## config.mk

```make
export PLATFORM = sky130hd
export DESIGN_NAME = la_jtag_tap
export DESIGN_NICKNAME = d
export VERILOG_FILES = /design/src/rtl/la_jtag_tap.sv
export SDC_FILE = /design/constraint.sdc
export NUM_CORES = 1
export LEC_CHECK = 0
export CAP_MARGIN = 20
export CORE_AREA = 2 2 132 96
export DETAILED_ROUTE_END_ITERATION = 8
export DIE_AREA = 0 0 134 98
export GPL_TIMING_DRIVEN = 0
export PLACE_DENSITY = 0.69
export SYNTH_ARGS = -nofsm -noshare
export SYNTH_HDL_FRONTEND = slang
export SYNTH_SLANG_ARGS = --single-unit
```

## constraint.sdc

```tcl
create_clock -name clk -period 1.6 [get_ports clk]
set_input_delay 0.32 -clock clk [delete_from_list [all_inputs] [get_ports clk]]
set_output_delay 0.32 -clock clk [all_outputs]
set_load 0.05 [all_outputs]
```

## src/rtl/la_jtag_tap.sv

```systemverilog
// la_jtag_tap: device-side JTAG TAP controller running entirely in the core clock domain.
// TCK/TMS/TDI/TRST are oversampled through SYNC flops. TCK edges are detected on the
// synchronized copy, and the 16-state TAP FSM advances only on detected rising edges.
// The TAP has a 4-bit IR and three data registers: IDCODE, BYPASS, and one USER register
// that exchanges data with core logic.
//
// Ports:
//   clk, nreset          core clock, asynchronous active-low reset
//   jtag_tck_in/tms/tdi  JTAG pins from the pad (asynchronous)
//   jtag_trst_in         JTAG TRST pin, active low
//   jtag_tdo_out/oe      TDO and its output enable back to the pad
//   user_capture         value loaded into the USER DR in Capture-DR
//   user_update          USER DR contents latched in Update-DR
//   user_update_valid    one-clk strobe when user_update is written
//   tap_state, tap_reset current TAP state, and a flag that is high in Test-Logic-Reset
module la_jtag_tap #(
    parameter int unsigned    IRW     = 4,
    parameter int unsigned    DRW     = 32,
    parameter logic [31:0]    IDCODE  = 32'h1000_0001,
    parameter logic [IRW-1:0] IR_IDC  = 4'h1,
    parameter logic [IRW-1:0] IR_USER = 4'h8,
    parameter int unsigned    SYNC    = 2
) (
    input  logic           clk,
    input  logic           nreset,
    input  logic           jtag_tck_in,
    input  logic           jtag_tms_in,
    input  logic           jtag_tdi_in,
    input  logic           jtag_trst_in,
    output logic           jtag_tdo_out,
    output logic           jtag_tdo_oe,
    input  logic [DRW-1:0] user_capture,
    output logic [DRW-1:0] user_update,
    output logic           user_update_valid,
    output logic [3:0]     tap_state,
    output logic           tap_reset
);

    localparam logic [3:0] TLR   = 4'hF;
    localparam logic [3:0] RTI   = 4'hC;
    localparam logic [3:0] SELDR = 4'h7;
    localparam logic [3:0] CAPDR = 4'h6;
    localparam logic [3:0] SHDR  = 4'h2;
    localparam logic [3:0] EX1DR = 4'h1;
    localparam logic [3:0] PAUDR = 4'h3;
    localparam logic [3:0] EX2DR = 4'h0;
    localparam logic [3:0] UPDDR = 4'h5;
    localparam logic [3:0] SELIR = 4'h4;
    localparam logic [3:0] CAPIR = 4'hE;
    localparam logic [3:0] SHIR  = 4'hA;
    localparam logic [3:0] EX1IR = 4'h9;
    localparam logic [3:0] PAUIR = 4'hB;
    localparam logic [3:0] EX2IR = 4'h8;
    localparam logic [3:0] UPDIR = 4'hD;

    localparam logic [IRW-1:0] IR_CAPTURE = IRW'(2'b01);

    logic [SYNC-1:0] tck_sync, tms_sync, tdi_sync, trst_sync;
    logic            tck_s, tms_s, tdi_s, trst_s;
    logic            tck_prev_q, tck_rise, tck_fall;

    logic [3:0]      state_q, state_d;
    logic [IRW-1:0]  ir_q, ir_sr_q;
    logic [31:0]     id_sr_q;
    logic [DRW-1:0]  user_sr_q, user_update_q;
    logic            byp_q, user_valid_q, tdo_q, tdo_oe_q;
    logic            sel_id, sel_user, dr_lsb;

    // All four pins share the same depth, so TMS/TDI stay aligned with TCK.
    always_ff @(posedge clk or negedge nreset) begin
        if (!nreset) begin
            tck_sync  <= '0;
            tms_sync  <= '0;
            tdi_sync  <= '0;
            trst_sync <= '0;
        end else begin
            tck_sync  <= {tck_sync[SYNC-2:0], jtag_tck_in};
            tms_sync  <= {tms_sync[SYNC-2:0], jtag_tms_in};
            tdi_sync  <= {tdi_sync[SYNC-2:0], jtag_tdi_in};
            trst_sync <= {trst_sync[SYNC-2:0], jtag_trst_in};
        end
    end

    assign tck_s    = tck_sync[SYNC-1];
    assign tms_s    = tms_sync[SYNC-1];
    assign tdi_s    = tdi_sync[SYNC-1];
    assign trst_s   = trst_sync[SYNC-1];
    assign tck_rise = tck_s & ~tck_prev_q;
    assign tck_fall = ~tck_s & tck_prev_q;

    // DR selection depends only on IR, which changes only in Update-IR or TLR.
    assign sel_id   = (ir_q == IR_IDC);
    assign sel_user = !sel_id && (ir_q == IR_USER);
    assign dr_lsb   = sel_id ? id_sr_q[0] : (sel_user ? user_sr_q[0] : byp_q);

    always_comb begin
        state_d = state_q;
        case (state_q)
            TLR:     state_d = tms_s ? TLR   : RTI;
            RTI:     state_d = tms_s ? SELDR : RTI;
            SELDR:   state_d = tms_s ? SELIR : CAPDR;
            CAPDR:   state_d = tms_s ? EX1DR : SHDR;
            SHDR:    state_d = tms_s ? EX1DR : SHDR;
            EX1DR:   state_d = tms_s ? UPDDR : PAUDR;
            PAUDR:   state_d = tms_s ? EX2DR : PAUDR;
            EX2DR:   state_d = tms_s ? UPDDR : SHDR;
            UPDDR:   state_d = tms_s ? SELDR : RTI;
            SELIR:   state_d = tms_s ? TLR   : CAPIR;
            CAPIR:   state_d = tms_s ? EX1IR : SHIR;
            SHIR:    state_d = tms_s ? EX1IR : SHIR;
            EX1IR:   state_d = tms_s ? UPDIR : PAUIR;
            PAUIR:   state_d = tms_s ? EX2IR : PAUIR;
            EX2IR:   state_d = tms_s ? UPDIR : SHIR;
            UPDIR:   state_d = tms_s ? SELDR : RTI;
            default: state_d = TLR;
        endcase
    end

    always_ff @(posedge clk or negedge nreset) begin
        if (!nreset) begin
            tck_prev_q    <= 1'b0;
            state_q       <= TLR;
            ir_q          <= IR_IDC;
            ir_sr_q       <= '0;
            id_sr_q       <= '0;
            user_sr_q     <= '0;
            byp_q         <= 1'b0;
            user_update_q <= '0;
            user_valid_q  <= 1'b0;
            tdo_q         <= 1'b0;
            tdo_oe_q      <= 1'b0;
        end else begin
            tck_prev_q   <= tck_s;
            user_valid_q <= 1'b0;
            if (!trst_s) begin
                // TRST wins over any TCK edge; an in-flight shift is simply dropped.
                state_q  <= TLR;
                ir_q     <= IR_IDC;
                tdo_q    <= 1'b0;
                tdo_oe_q <= 1'b0;
            end else begin
                if (tck_rise) begin
                    state_q <= state_d;
                    // Actions are keyed on the state being left, not the one entered.
                    case (state_q)
                        TLR:   ir_q    <= IR_IDC;
                        CAPIR: ir_sr_q <= IR_CAPTURE;
                        SHIR:  ir_sr_q <= {tdi_s, ir_sr_q[IRW-1:1]};
                        UPDIR: ir_q    <= ir_sr_q;
                        CAPDR: begin
                            if (sel_id) id_sr_q <= IDCODE;
                            else if (sel_user) user_sr_q <= user_capture;
                            else byp_q <= 1'b0;
                        end
                        SHDR: begin
                            if (sel_id) id_sr_q <= {tdi_s, id_sr_q[31:1]};
                            else if (sel_user)
                                user_sr_q <= (user_sr_q >> 1) | (DRW'(tdi_s) << (DRW - 1));
                            else byp_q <= tdi_s;
                        end
                        UPDDR: begin
                            if (sel_user) begin
                                user_update_q <= user_sr_q;
                                user_valid_q  <= 1'b1;
                            end
                        end
                        default: ;
                    endcase
                end
                if (tck_fall) begin
                    if (state_q == SHIR) begin
                        tdo_q    <= ir_sr_q[0];
                        tdo_oe_q <= 1'b1;
                    end else if (state_q == SHDR) begin
                        tdo_q    <= dr_lsb;
                        tdo_oe_q <= 1'b1;
                    end else begin
                        tdo_q    <= 1'b0;
                        tdo_oe_q <= 1'b0;
                    end
                end
            end
        end
    end

    assign jtag_tdo_out      = tdo_q;
    assign jtag_tdo_oe       = tdo_oe_q;
    assign user_update       = user_update_q;
    assign user_update_valid = user_valid_q;
    assign tap_state         = state_q;
    assign tap_reset         = (state_q == TLR);

endmodule

```

# After elaboration in Yosys (flattened, before gate mapping)
# Cells that the tools add are included.
[classes]
addsub = 0
multipliers = 0
n_div = 0
magnitude_cmp = 0
eq_ne = 28
shift = 0
muxes = 46
bitwise = 5
reduce_logical = 14
[op_table]
columns = ["cell", "count"]
rows = [
  ["two-way mux 32 bit", 6],
  ["case mux 32 bit (2 select lines)", 2],
  ["case mux 4 bit (12 select lines)", 1],
  ["equality test 4 bit, second input constant", 9],
  ["OR 31 x 32 -> 32 bit", 1],
  ["two-way mux 4 bit", 5],
  ["two-way mux 1 bit", 19],
  ["equality test 4 x 3 -> 1 bit, second input constant", 4],
  ["!= test 2 bit, second input constant", 8],
  ["case mux 4 bit (2 select lines)", 2],
  ["AND reduction 7 bit", 2],
  ["two-way mux 2 bit", 6],
  ["two-way mux 3 bit", 4],
  ["equality test 4 x 1 -> 1 bit, second input constant", 2],
  ["equality test 4 x 2 -> 1 bit, second input constant", 2],
  ["AND reduction 5 bit", 1],
  ["zero test 4 bit", 1],
  ["!= test 2 x 1 -> 1 bit, second input constant", 2],
  ["AND reduction 4 bit", 1],
  ["nonzero test 2 bit", 2],
  ["OR reduction 2 bit", 2],
  ["!= test 3 x 2 -> 1 bit, second input constant", 1],
  ["AND reduction 3 bit", 1],
  ["OR reduction 3 bit", 1],
  ["6 further kinds", 8],
]
[totals]
regBits = 121
latchBits = 0
mem_bits_rw = 0
mem_bits_ro = 0
output_inout_bits = 40
word_cells = 108
n_memories = 0

# Longest topological paths before layout
# Gate-level depths: netlist of the first run.
[logic_depth]
ltp_word = 9
mapped_depth = 7
ltp_nobuf = 4

# Worst setup path after synthesis of the first run
# Ideal clock, no wire load.
[synth_timing]
kind = "register to output"
start = "register state_q[3] (netlist: tap_state[3])"
end = "output port tap_reset"
t_arrival_ps = 1759
setup_slack_ps = -479
path_stages_with_launch = 4
path_cell_list = "dfstp_2 > buf_2 > nand3_1 > nor2_1"
[synth_via]
elab_chain_len = 1
[synth_lines]
columns = ["item", "line_no", "source"]
rows = [
  ["start, declared", "62", "logic [3:0] state_q, state_d;"],
  ["start signal, assigned", "143", "state_q <= state_d;"],
  ["equality test 4 bit", "191", "assign tap_reset = (state_q == TLR);"],
  ["end, declared", "36", "output logic tap_reset"],
]
# Every way passes these cells.

# Worst setup path in the final report of the first run
[layout_timing]
start = "register state_q[0] (netlist: tap_state[0])"
end = "register user_update_q[16] (netlist: user_update[16])"
[layout_via]
elab_chain_len = 2
[layout_lines]
columns = ["item", "line_no", "source"]
rows = [
  ["equality test 4 x 3 -> 1 bit", "145", "case (state_q)"],
  ["AND reduction 4 bit (no source line)", "n/a", ""],
  ["end signal, assigned", "163", "user_update_q <= user_sr_q;"],
  ["end, declared", "65", "logic [DRW-1:0] user_sr_q, user_update_q;"],
]
# Every way passes these cells.
# A chain may end at the register's enable or synchronous reset.

==> metrics, run 1 <==
most common cell after layout, fill and taps aside dfrtp_1; Tcrit/Tclk final 1.18; crit path DAT 2.19 ns; Cell Area, Synth 0.00522 mm^2; initial antenna violation count 0; die height 98 um; Gate Count Post-Synth 463; VDD IR max 0.772 mV; Total Wirelength 16800 um; hold slack 0.338 ns; DR WL/cell 21.2 um; share of cells above drive strength 1 0.505; TritonCTS Buffers 17; CP max FO 10; fin. max-slew vios 0; first-pass GRT wire length 22000 um; relative slew slack 0.621; crit path buf inv count 3; Max Cap Viol 0; Sink Count 121; CTS tree built; setup violation total in the final timing report 101; Power Density 963 mW/mm^2; Setup CP Type flip-flop to flip-flop; Syn Area/Cell 11.3 um^2; crit-path max cell delay 0.56 ns; starting density of the core 0.436; DRT iter0 DRCs 315; YS warnings 0; Max clock buf depth 2; CP delay by family, top flip-flops; skew final 0.0141 ns; CP Capture Type flip-flop; Root Buffer clkbuf_16; count of cell types in the netlist 38; syn_nets 501; CP Data Required Time 1.90 ns; cell area after layout 0.00842 mm^2; Post-synth EDFFs 0; asr flop ratio synth 1.00; clk slew on worst S/H paths 0.06 ns; Critical Path Source Type flip-flop; clk_lat worst skew 0.43 ns; DR pass1 iterations 4; row count 34; Crit path top cell by count buf_12; Overflow after GRT 0; H-Tree Depth 4; die area 0.0131 mm^2; slowest CP cell dfstp_2; leak pwr 3.67 nW; RSZ-0062 raised after global routing true; filler-free cell count of the finished design 796; die width 134 um; Post-DP Area 0.00629 mm^2; dpl cells 703; Post-synth top flop dfrtp_1; failing checks negative setup slack; Area Growth Syn to Fin 61.3%; register bit total from synthesis 121; # IOs 78; residual DRC count 0; DP HPWL 7610 um; GPL Wtd Cong 0.856; Vias/cell 5.48; nets 659; filler instances 746; via count 4366; most frequent cells in the layout dfrtp_1 (116), clkdlybuf4s50_1 (36), mux2_4 (30), a21oi_1 (30); run status finished with violations; Hold Crit Class flip-flop to flip-flop; crit-path cells buf_6, nor3b_4, nand4_4, buf_12, buf_12, mux2_4; Fin Setup TNS -14.74 ns; fmax 531 MHz; min cycle time layout 1.88 ns; final worst slack -0.282 ns; vias in the first global route 4152; IO buf count 77; sequential fraction of the synthesis area 0.582; antenna viol nets, final 0; largest net degree at the start of global routing 66; antenna cells 0; Slew @ Worst Pin 0.569 ns; gr usage total 0.219; Final Hold Viols 0; Core Area 0.0120 mm^2
[worst paths after layout]
check	startpoint	endpoint	cells past startpoint	slack, ns
hold / removal	trst_sync[0]$_DFF_PN0_	trst_sync[1]$_DFF_PN0_	0	0.34
min in group asynchronous	nreset	id_sr_q[6]$_DFFE_PN0P_	2	0.44
setup reg to reg	tap_state[0]$_DFFE_PN1P_	user_update[16]$_DFFE_PN0P_	6	-0.28
hold reg to reg	trst_sync[0]$_DFF_PN0_	trst_sync[1]$_DFF_PN0_	0	0.34
setup / recovery	tap_state[0]$_DFFE_PN1P_	user_update[16]$_DFFE_PN0P_	6	-0.28
max in group asynchronous	nreset	tap_state[1]$_DFFE_PN1P_	3	0.42
[worst register-to-register path, stage by stage (launching register included)]
cell and delay, ns:
dfstp_2 0.56, buf_6 0.13, nor3b_4 0.25, nand4_4 0.19
buf_12 0.20, buf_12 0.15, mux2_4 0.30
[sequential cells by signal (all words and copies together) (netlist names)]
signal	flops
byp_q	1
tms_sync	2
tdi_sync	2
jtag_tdo_oe	1
user_sr_q	32
user_update_valid	1
trst_sync	2
jtag_tdo_out	1
user_update	32
id_sr_q	32
ir_q	4
tck_sync	2
ir_sr_q	4
tck_prev_q	1
tap_state	4
[logic make-up (layout without fill, tap and decap cells)]
| group | count (synthesis) | count (layout) | share of synthesized area |
|---|---|---|---|
| simple gates | 145 | 145 | 0.129 |
| flops | 121 | 121 | 0.582 |
| buf+inv | 39 | 210 | 0.0396 |
| mux | 65 | 65 | 0.154 |
| compound gates | 93 | 93 | 0.0959 |
[Yosys cell counts (all sizes together) (2+ instances only)]
master | count | area share
a211oi | 2 | 0.0029
nor2 | 41 | 0.029
buf | 22 | 0.027
dfrtp | 116 | 0.56
nor4 | 2 | 0.0024
and3 | 2 | 0.0024
nand3 | 10 | 0.0096
clkbuf | 7 | 0.0050
o21ai | 44 | 0.042
a21oi | 36 | 0.035
nor2b | 6 | 0.0072
mux2i | 33 | 0.063
mux2 | 32 | 0.091
o211ai | 2 | 0.0029
nand4 | 3 | 0.0065
nor3 | 3 | 0.0029
nand2 | 68 | 0.049
inv | 10 | 0.0072
a31oi | 3 | 0.0036
dfstp | 5 | 0.025
nand2b | 6 | 0.0091
[layout make-up]
| class | instances | area [um^2] | share of cell area |
|---|---|---|---|
| clock buffers | 18 | 439 | 0.0522 |
| plain buffers | 26 | 393 | 0.0467 |
| well taps | 162 | 203 | 0.0241 |
| repair buffers | 142 | 1550 | 0.184 |
| clock inverters | 14 | 219 | 0.0260 |
| multi-input cells | 303 | 2530 | 0.301 |
| flip-flops and latches | 121 | 3040 | 0.361 |
| inverters | 10 | 41.3 | 0.00491 |
[power breakdown]
part | switching (mW) | internal, mW
sequential | 0.0383 | 3.11
combinational | 0.333 | 0.291
clock | 1.52 | 2.82
[through the flow]
stage | worst slack (ns) | total power, mW | utilization
global route | -0.326 | 8.31 | 0.704
global placement | -4.46 | 3.61 | 0.523
CTS | -0.233 | 7.96 | 0.636
floorplan | -0.223 | 3.40 | -
detailed placement | -0.758 | 3.63 | 0.526
finish | -0.282 | 8.10 | 0.704
[timing repair]
action,in CTS,in global routing
pin swaps,18,64
hold buffers,1,0
setup buffers,27,26
resized for setup,205,219
hold endpoints to repair,56,0
cloned,8,11
endpoints found under the setup margin,143,129
[metal layers]
layer	track usage	share of wire	vias to the layer above
li1	-	-	1917
met1	0.297	0.43	2237
met2	0.331	0.50	168
met3	0.0644	0.052	44
met4	0.0892	0.024	0
met5	0	0	-
No activity file was read; power rests on OpenSTA's default activity.
==> inputs of run 2 (changes only) <==
- TNS_END_PERCENT: unset -> 5
==> run 2 against run 1 <==
  * The flow still finishes with violations (negative setup slack)
  * Clock-buffer cell count stayed put
  * Sequential power about the same
  * Register-to-register slack better by 0.06 ns
  * Clock skew decreased by 0.00069 ns
  * Total power is 2.8% lower
  * Clock power shrank 2%
  * Flip-flop and latch count unchanged
  * Combinational power decreased by 21%
  * Highest routed layer unchanged
==> metrics, run 2 (synthesis results as in run 1) <==
run status finished with violations (unchanged); failing checks negative setup slack (unchanged); met3 wire len 600 um (was 872 um); die height 98 um (unchanged); crit path buf inv count 2 (was 3); Setup crit start tap_state[0]$_DFFE_PN1P_ (unchanged); DR WL/cell 15.7 um (was 21.2 um); Power Density 1100 mW/mm^2 (was 963 mW/mm^2); most frequent cells in the layout dfrtp_1 (116), nand2_1 (67), nor2_1 (40) (was dfrtp_1 (116), clkdlybuf4s50_1 (36), mux2_4 (30), a21oi_1 (30)); first-pass GRT wire length 19700 um (was 22000 um); Top Layer Used met4 (unchanged); leak pwr 3.15 nW (was 3.67 nW); filler-free cell count of the finished design 750 (was 796); share of cells above drive strength 1 0.293 (was 0.505); Root Buffer clkbuf_16 (unchanged); clk_lat worst skew 0.42 ns (was 0.43 ns); min cycle time layout 1.83 ns (was 1.88 ns); Max clock buf depth 2 (unchanged); row count 34 (unchanged); relative slew slack 0.665 (was 0.621); CP delay by family, top flip-flops (unchanged); Tcrit/Tclk final 1.14 (was 1.18); via count 3798 (was 4366); crit-path cells buf_6, nor3b_4, nand4_4, buf_6, mux2_4 (was buf_6, nor3b_4, nand4_4, buf_12, buf_12, mux2_4); starting density of the core 0.436 (unchanged); RSZ-0062 raised after global routing true (unchanged); Overflow after GRT 0 (unchanged); Crit path top cell by count buf_6 (was buf_12); H-Tree Depth 4 (unchanged); die width 134 um (unchanged); CP max FO 10 (unchanged); RR Startpoint tap_state[0]$_DFFE_PN1P_ (unchanged); DR pass1 iterations 5 (was 4); largest net degree at the start of global routing 100 (was 66); Core Area 0.0120 mm^2 (unchanged); Vias/cell 5.06 (was 5.48); fmax 548 MHz (was 531 MHz); initial antenna violation count 0 (unchanged); VDD IR max 0.675 mV (was 0.772 mV); Metal-1 WL 5600 um (was 7160 um); gr usage total 0.193 (was 0.219); DP HPWL 7390 um (was 7610 um); filler instances 928 (was 746); Slew @ Worst Pin 0.503 ns (was 0.569 ns); Sink Count 121 (unchanged); crit path DAT 2.12 ns (was 2.19 ns); Max Cap Viol 0 (unchanged); IO buf count 77 (unchanged); slowest CP cell dfstp_2 (unchanged); CP Capture Type flip-flop (unchanged); hold slack 0.311 ns (was 0.338 ns); nets 613 (was 659); Total Wirelength 11800 um (was 16800 um); most common cell after layout, fill and taps aside dfrtp_1 (unchanged); crit-path max cell delay 0.57 ns (was 0.56 ns); Critical Path Source Type flip-flop (unchanged); Post-DP Area 0.00625 mm^2 (was 0.00629 mm^2); clk slew on worst S/H paths 0.06 ns (about the same); setup violation total in the final timing report 79 (was 101); Hold Crit Class primary input to asynchronous set/reset pin (was flip-flop to flip-flop); Setup CP Type flip-flop to flip-flop (unchanged); dpl cells 703 (unchanged); residual DRC count 0 (unchanged); # IOs 78 (unchanged); final worst slack -0.226 ns (was -0.282 ns); DRT iter0 DRCs 294 (was 315); DR WL met2 5340 um (was 8410 um); TritonCTS Buffers 17 (unchanged); antenna viol nets, final 0 (unchanged); CP Data Required Time 1.90 ns (about the same); GPL Wtd Cong 0.791 (was 0.856); skew final 0.0134 ns (was 0.0141 ns); Area Growth Syn to Fin 37.0% (was 61.3%); Power Total 7.87 mW (was 8.10 mW); cell area after layout 0.00715 mm^2 (was 0.00842 mm^2); die area 0.0131 mm^2 (unchanged); fin. max-slew vios 0 (unchanged); vias in the first global route 3745 (was 4152); antenna cells 0 (unchanged); CTS tree built (unchanged); Final Hold Viols 0 (unchanged)
[run 2: cell types whose count changed in the layout (fill, tap and decap cells not counted), moves of 14 or more]
cell,before,now
buf_6,24,10
buf_8,18,2
nand2_1,29,67
nand2_2,24,0
nor2_1,21,40
o21ai_0,8,25
o21ai_2,27,2
[run 2: path summary, 6_finish.rpt]
check                                         endpoint  slack, ns  cells past startpoint
setup / recovery           user_update[24]$_DFFE_PN0P_      -0.23                      5
hold / removal              user_update[8]$_DFFE_PN0P_       0.31                      2
setup reg to reg           user_update[24]$_DFFE_PN0P_      -0.23                      5
hold reg to reg                  tms_sync[1]$_DFF_PN0_       0.35                      0
max in group asynchronous      id_sr_q[14]$_DFFE_PN0P_       0.53                      3
min in group clk                 tms_sync[1]$_DFF_PN0_       0.35                      0
[run 2: repair_timing]
item	CTS	global route
buffers inserted	4	8
pin swaps	27	8
endpoints found under the setup margin	143	124
gates cloned	1	1
hold endpoints to repair	22	0
gates resized for setup	167	42
hold buffers	1	0
[run 2: routing by layer]
metal,vias to the layer above,global-route usage
met5,-,0
met4,0,0.0614
met1,1868,0.273
li1,1816,-
met3,19,0.0665
met2,95,0.282
[run 2: cell type report]
class / instances / area, um^2 / share of cell area
buffer: 29 / 290 / 0.0406
clock buffer: 18 / 439 / 0.0614
clock inverter: 14 / 220 / 0.0308
inverter: 10 / 37.5 / 0.00525
multi-input combinational: 303 / 2060 / 0.289
sequential: 121 / 3030 / 0.424
tap: 162 / 203 / 0.0284
timing repair buffer: 93 / 861 / 0.120
[run 2: through the flow]
step	util	setup TNS, ns	setup slack (ns)
4_1_cts	0.593	-10.55	-0.239
6_report	0.598	-11.21	-0.226
5_1_grt	0.598	-19.52	-0.289
2_1_floorplan	-	-17.62	-0.223
3_3_place_gp	0.521	-548.54	-4.43
3_5_place_dp	0.523	-22.62	-0.667
[run 2: power by group]
group	internal, mW	switching [mW]
logic	0.226	0.269
clock network	2.81	1.42
registers	3.11	0.0376
total	6.14	1.73
==> inputs of run 3 (changes only) <==
- SLEW_MARGIN: unset -> 20
==> run 3 against run 2 <==
  * The flow still finishes with violations (negative setup slack)
  * Sequential share of layout area decreased by 1.1 points
  * Maximum frequency increased by 0.98%
  * Clock power about the same
  * Flip-flop and latch count unchanged
  * Register-to-register slack improved by 0.02 ns
  * Final cell count increased by 1.1%
  * Critical path type unchanged
  * Largest power group unchanged
==> metrics, run 3 (synthesis results as in run 1) <==
run status finished with violations (unchanged); antenna viol nets, final 0 (unchanged); relative slew slack 0.682 (was 0.665); switching share of power 0.221 (was 0.220); die width 134 um (unchanged); internal power 6.15 mW (was 6.14 mW); gr usage total 0.195 (was 0.193); Hold Path Sink trst_sync[0]$_DFF_PN0_; R2R Path End user_update[0]$_DFFE_PN0P_ (was user_update[24]$_DFFE_PN0P_); failing checks negative setup slack (unchanged); part of the power in registers 0.398 (was 0.399); leak pwr 3.23 nW (was 3.15 nW); VDD IR max 0.872 mV (was 0.675 mV); Slew @ Worst Pin 0.479 ns (was 0.503 ns); Max clock buf depth 2 (unchanged); clk slew on worst S/H paths 0.06 ns (about the same); Fin Setup TNS -9.53 ns (was -11.21 ns); largest net degree at the start of global routing 81 (was 100); Setup CP Type flip-flop to flip-flop (unchanged); CP Capture Type flip-flop (unchanged); most frequent cells in the layout dfrtp_1 (116), nand2_1 (66), nor2_1 (39) (was dfrtp_1 (116), nand2_1 (67), nor2_1 (40)); Register Area 0.00303 mm^2 (unchanged); Area Growth Syn to Fin 40.6% (was 37.0%); Vias/cell 5.15 (was 5.06); row count 34 (unchanged); CTS tree built (unchanged); DRT iter0 DRCs 291 (was 294); Post-DP Area 0.00625 mm^2 (unchanged); filler instances 896 (was 928); hold_sp jtag_trst_in; IO buf count 77 (unchanged); hold slack 0.343 ns (was 0.311 ns); die height 98 um (unchanged); RSZ-0062 raised after global routing true (unchanged); Overflow after GRT 0 (unchanged); RR Startpoint tap_state[0]$_DFFE_PN1P_ (unchanged); Critical Path Source Type flip-flop (unchanged); Final Hold Viols 0 (unchanged); hold depth 1; clock network fraction of total power 0.538 (about the same); residual DRC count 0 (unchanged); Power Density 1080 mW/mm^2 (was 1100 mW/mm^2); TritonCTS Buffers 17 (unchanged); vias in the first global route 3890 (was 3745); Hold Crit Class primary input to flip-flop (was primary input to asynchronous set/reset pin); Max Cap Viol 0 (unchanged); fmax 553 MHz (was 548 MHz); skew final 0.00868 ns (was 0.0134 ns); min cycle time layout 1.81 ns (was 1.83 ns); Multi-input gate area 0.00209 mm^2 (was 0.00206 mm^2); CP Data Required Time 1.89 ns (was 1.90 ns); Core Area 0.0120 mm^2 (unchanged); DR pass1 iterations 4 (was 5); Total Wirelength 12400 um (was 11800 um); GPL Wtd Cong 0.791 (unchanged); die area 0.0131 mm^2 (unchanged); # IOs 78 (unchanged); CP max FO 10 (unchanged); via count 3902 (was 3798); nets 621 (was 613); clk_lat worst skew 0.41 ns (was 0.42 ns); starting density of the core 0.436 (unchanged); Tcrit/Tclk final 1.13 (was 1.14); most common cell after layout, fill and taps aside dfrtp_1 (unchanged); dpl cells 703 (unchanged); Root Buffer clkbuf_16 (unchanged); DR WL/cell 16.4 um (was 15.7 um); Sink Count 121 (unchanged); H-Tree Depth 4 (unchanged); Comb pwr share 0.065 (was 0.063); fin. max-slew vios 0 (unchanged); antenna cells 0 (unchanged); filler-free cell count of the finished design 758 (was 750); share of cells above drive strength 1 0.314 (was 0.293); first-pass GRT wire length 20000 um (was 19700 um); initial antenna violation count 0 (unchanged); crit path DAT 2.10 ns (was 2.12 ns); Reg2Reg Setup Slack -0.21 ns (was -0.23 ns); DP HPWL 7480 um (was 7390 um); Switching Power 1.75 mW (was 1.73 mW); cell area after layout 0.00734 mm^2 (was 0.00715 mm^2); final worst slack -0.208 ns (was -0.226 ns); R2R depth 5 (unchanged); setup violation total in the final timing report 67 (was 79)
## run 3: changes by cell type in the layout (fill, tap and decap cells not counted), moves of 2 or more
cell,delta
o21ai_0,-14
o21ai_1,+13
clkbuf_16,+4
buf_4,+3
buf_6,+3
buf_8,+2
clkbuf_2,-2
## run 3: power groups by stage
stage	Combinational (mW)	Sequential, mW	Clock, mW
after floorplan	0.175	3.22	0
final	0.511	3.14	4.25
after global routing	0.552	3.14	4.45
after detailed placement	0.431	3.19	0
after global placement	0.414	3.19	0
after CTS	0.462	3.14	4.30
## run 3: worst max path at each step
stage                                   to  slack (ns)                      from
6_report        user_update[0]$_DFFE_PN0P_       -0.21  tap_state[0]$_DFFE_PN1P_
5_1_grt        user_update[28]$_DFFE_PN0P_       -0.26  tap_state[0]$_DFFE_PN1P_
4_1_cts          user_sr_q[20]$_DFFE_PN0P_       -0.24  tap_state[1]$_DFFE_PN1P_
3_5_place_dp                     tap_reset       -0.67  tap_state[3]$_DFFE_PN1P_
3_3_place_gp       id_sr_q[10]$_DFFE_PN0P_       -4.43                    nreset
2_1_floorplan   user_update[0]$_DFFE_PN0P_       -0.22  tap_state[0]$_DFFE_PN1P_
## run 3: cell type report
type	count	share of cell area
sequential	121	0.414
multi-input combinational	303	0.285
timing repair buffer	102	0.138
clock buffer	18	0.0599
buffer	28	0.0414
clock inverter	14	0.0300
tap	162	0.0276
inverter	10	0.00512
## run 3: worst max-delay path, cell delays in order (launching register included)
cell and delay [ns]:
dfstp_2 0.58, buf_6 0.15, nor3b_4 0.21, nand4_4 0.20
buf_6 0.23, mux2_4 0.31
## run 3: what timing repair did
item                       CTS  global route
gates resized for setup    135           118
buffers inserted             5            12
cloned                       1             5
hold endpoints to repair    36             0
pin swaps                   14            31
setup endpoints to repair  142           126
hold buffers                 1             0
## run 3: per-layer routing
metal,wire length (um),global-route usage,share of wire,vias up
met2,5960,0.286,0.48,103
li1,-,-,-,1829
met5,0,0,0,-
met1,5750,0.273,0.46,1958
met4,145,0.0663,0.012,0
met3,580,0.0628,0.047,12
## run 3: stage by stage
step	power, mW	worst slack, ns	util
after CTS	7.90	-0.243	0.590
after global routing	8.15	-0.260	0.614
after floorplan	3.39	-0.223	-
final	7.90	-0.208	0.614
after global placement	3.61	-4.43	0.521
after detailed placement	3.62	-0.667	0.523
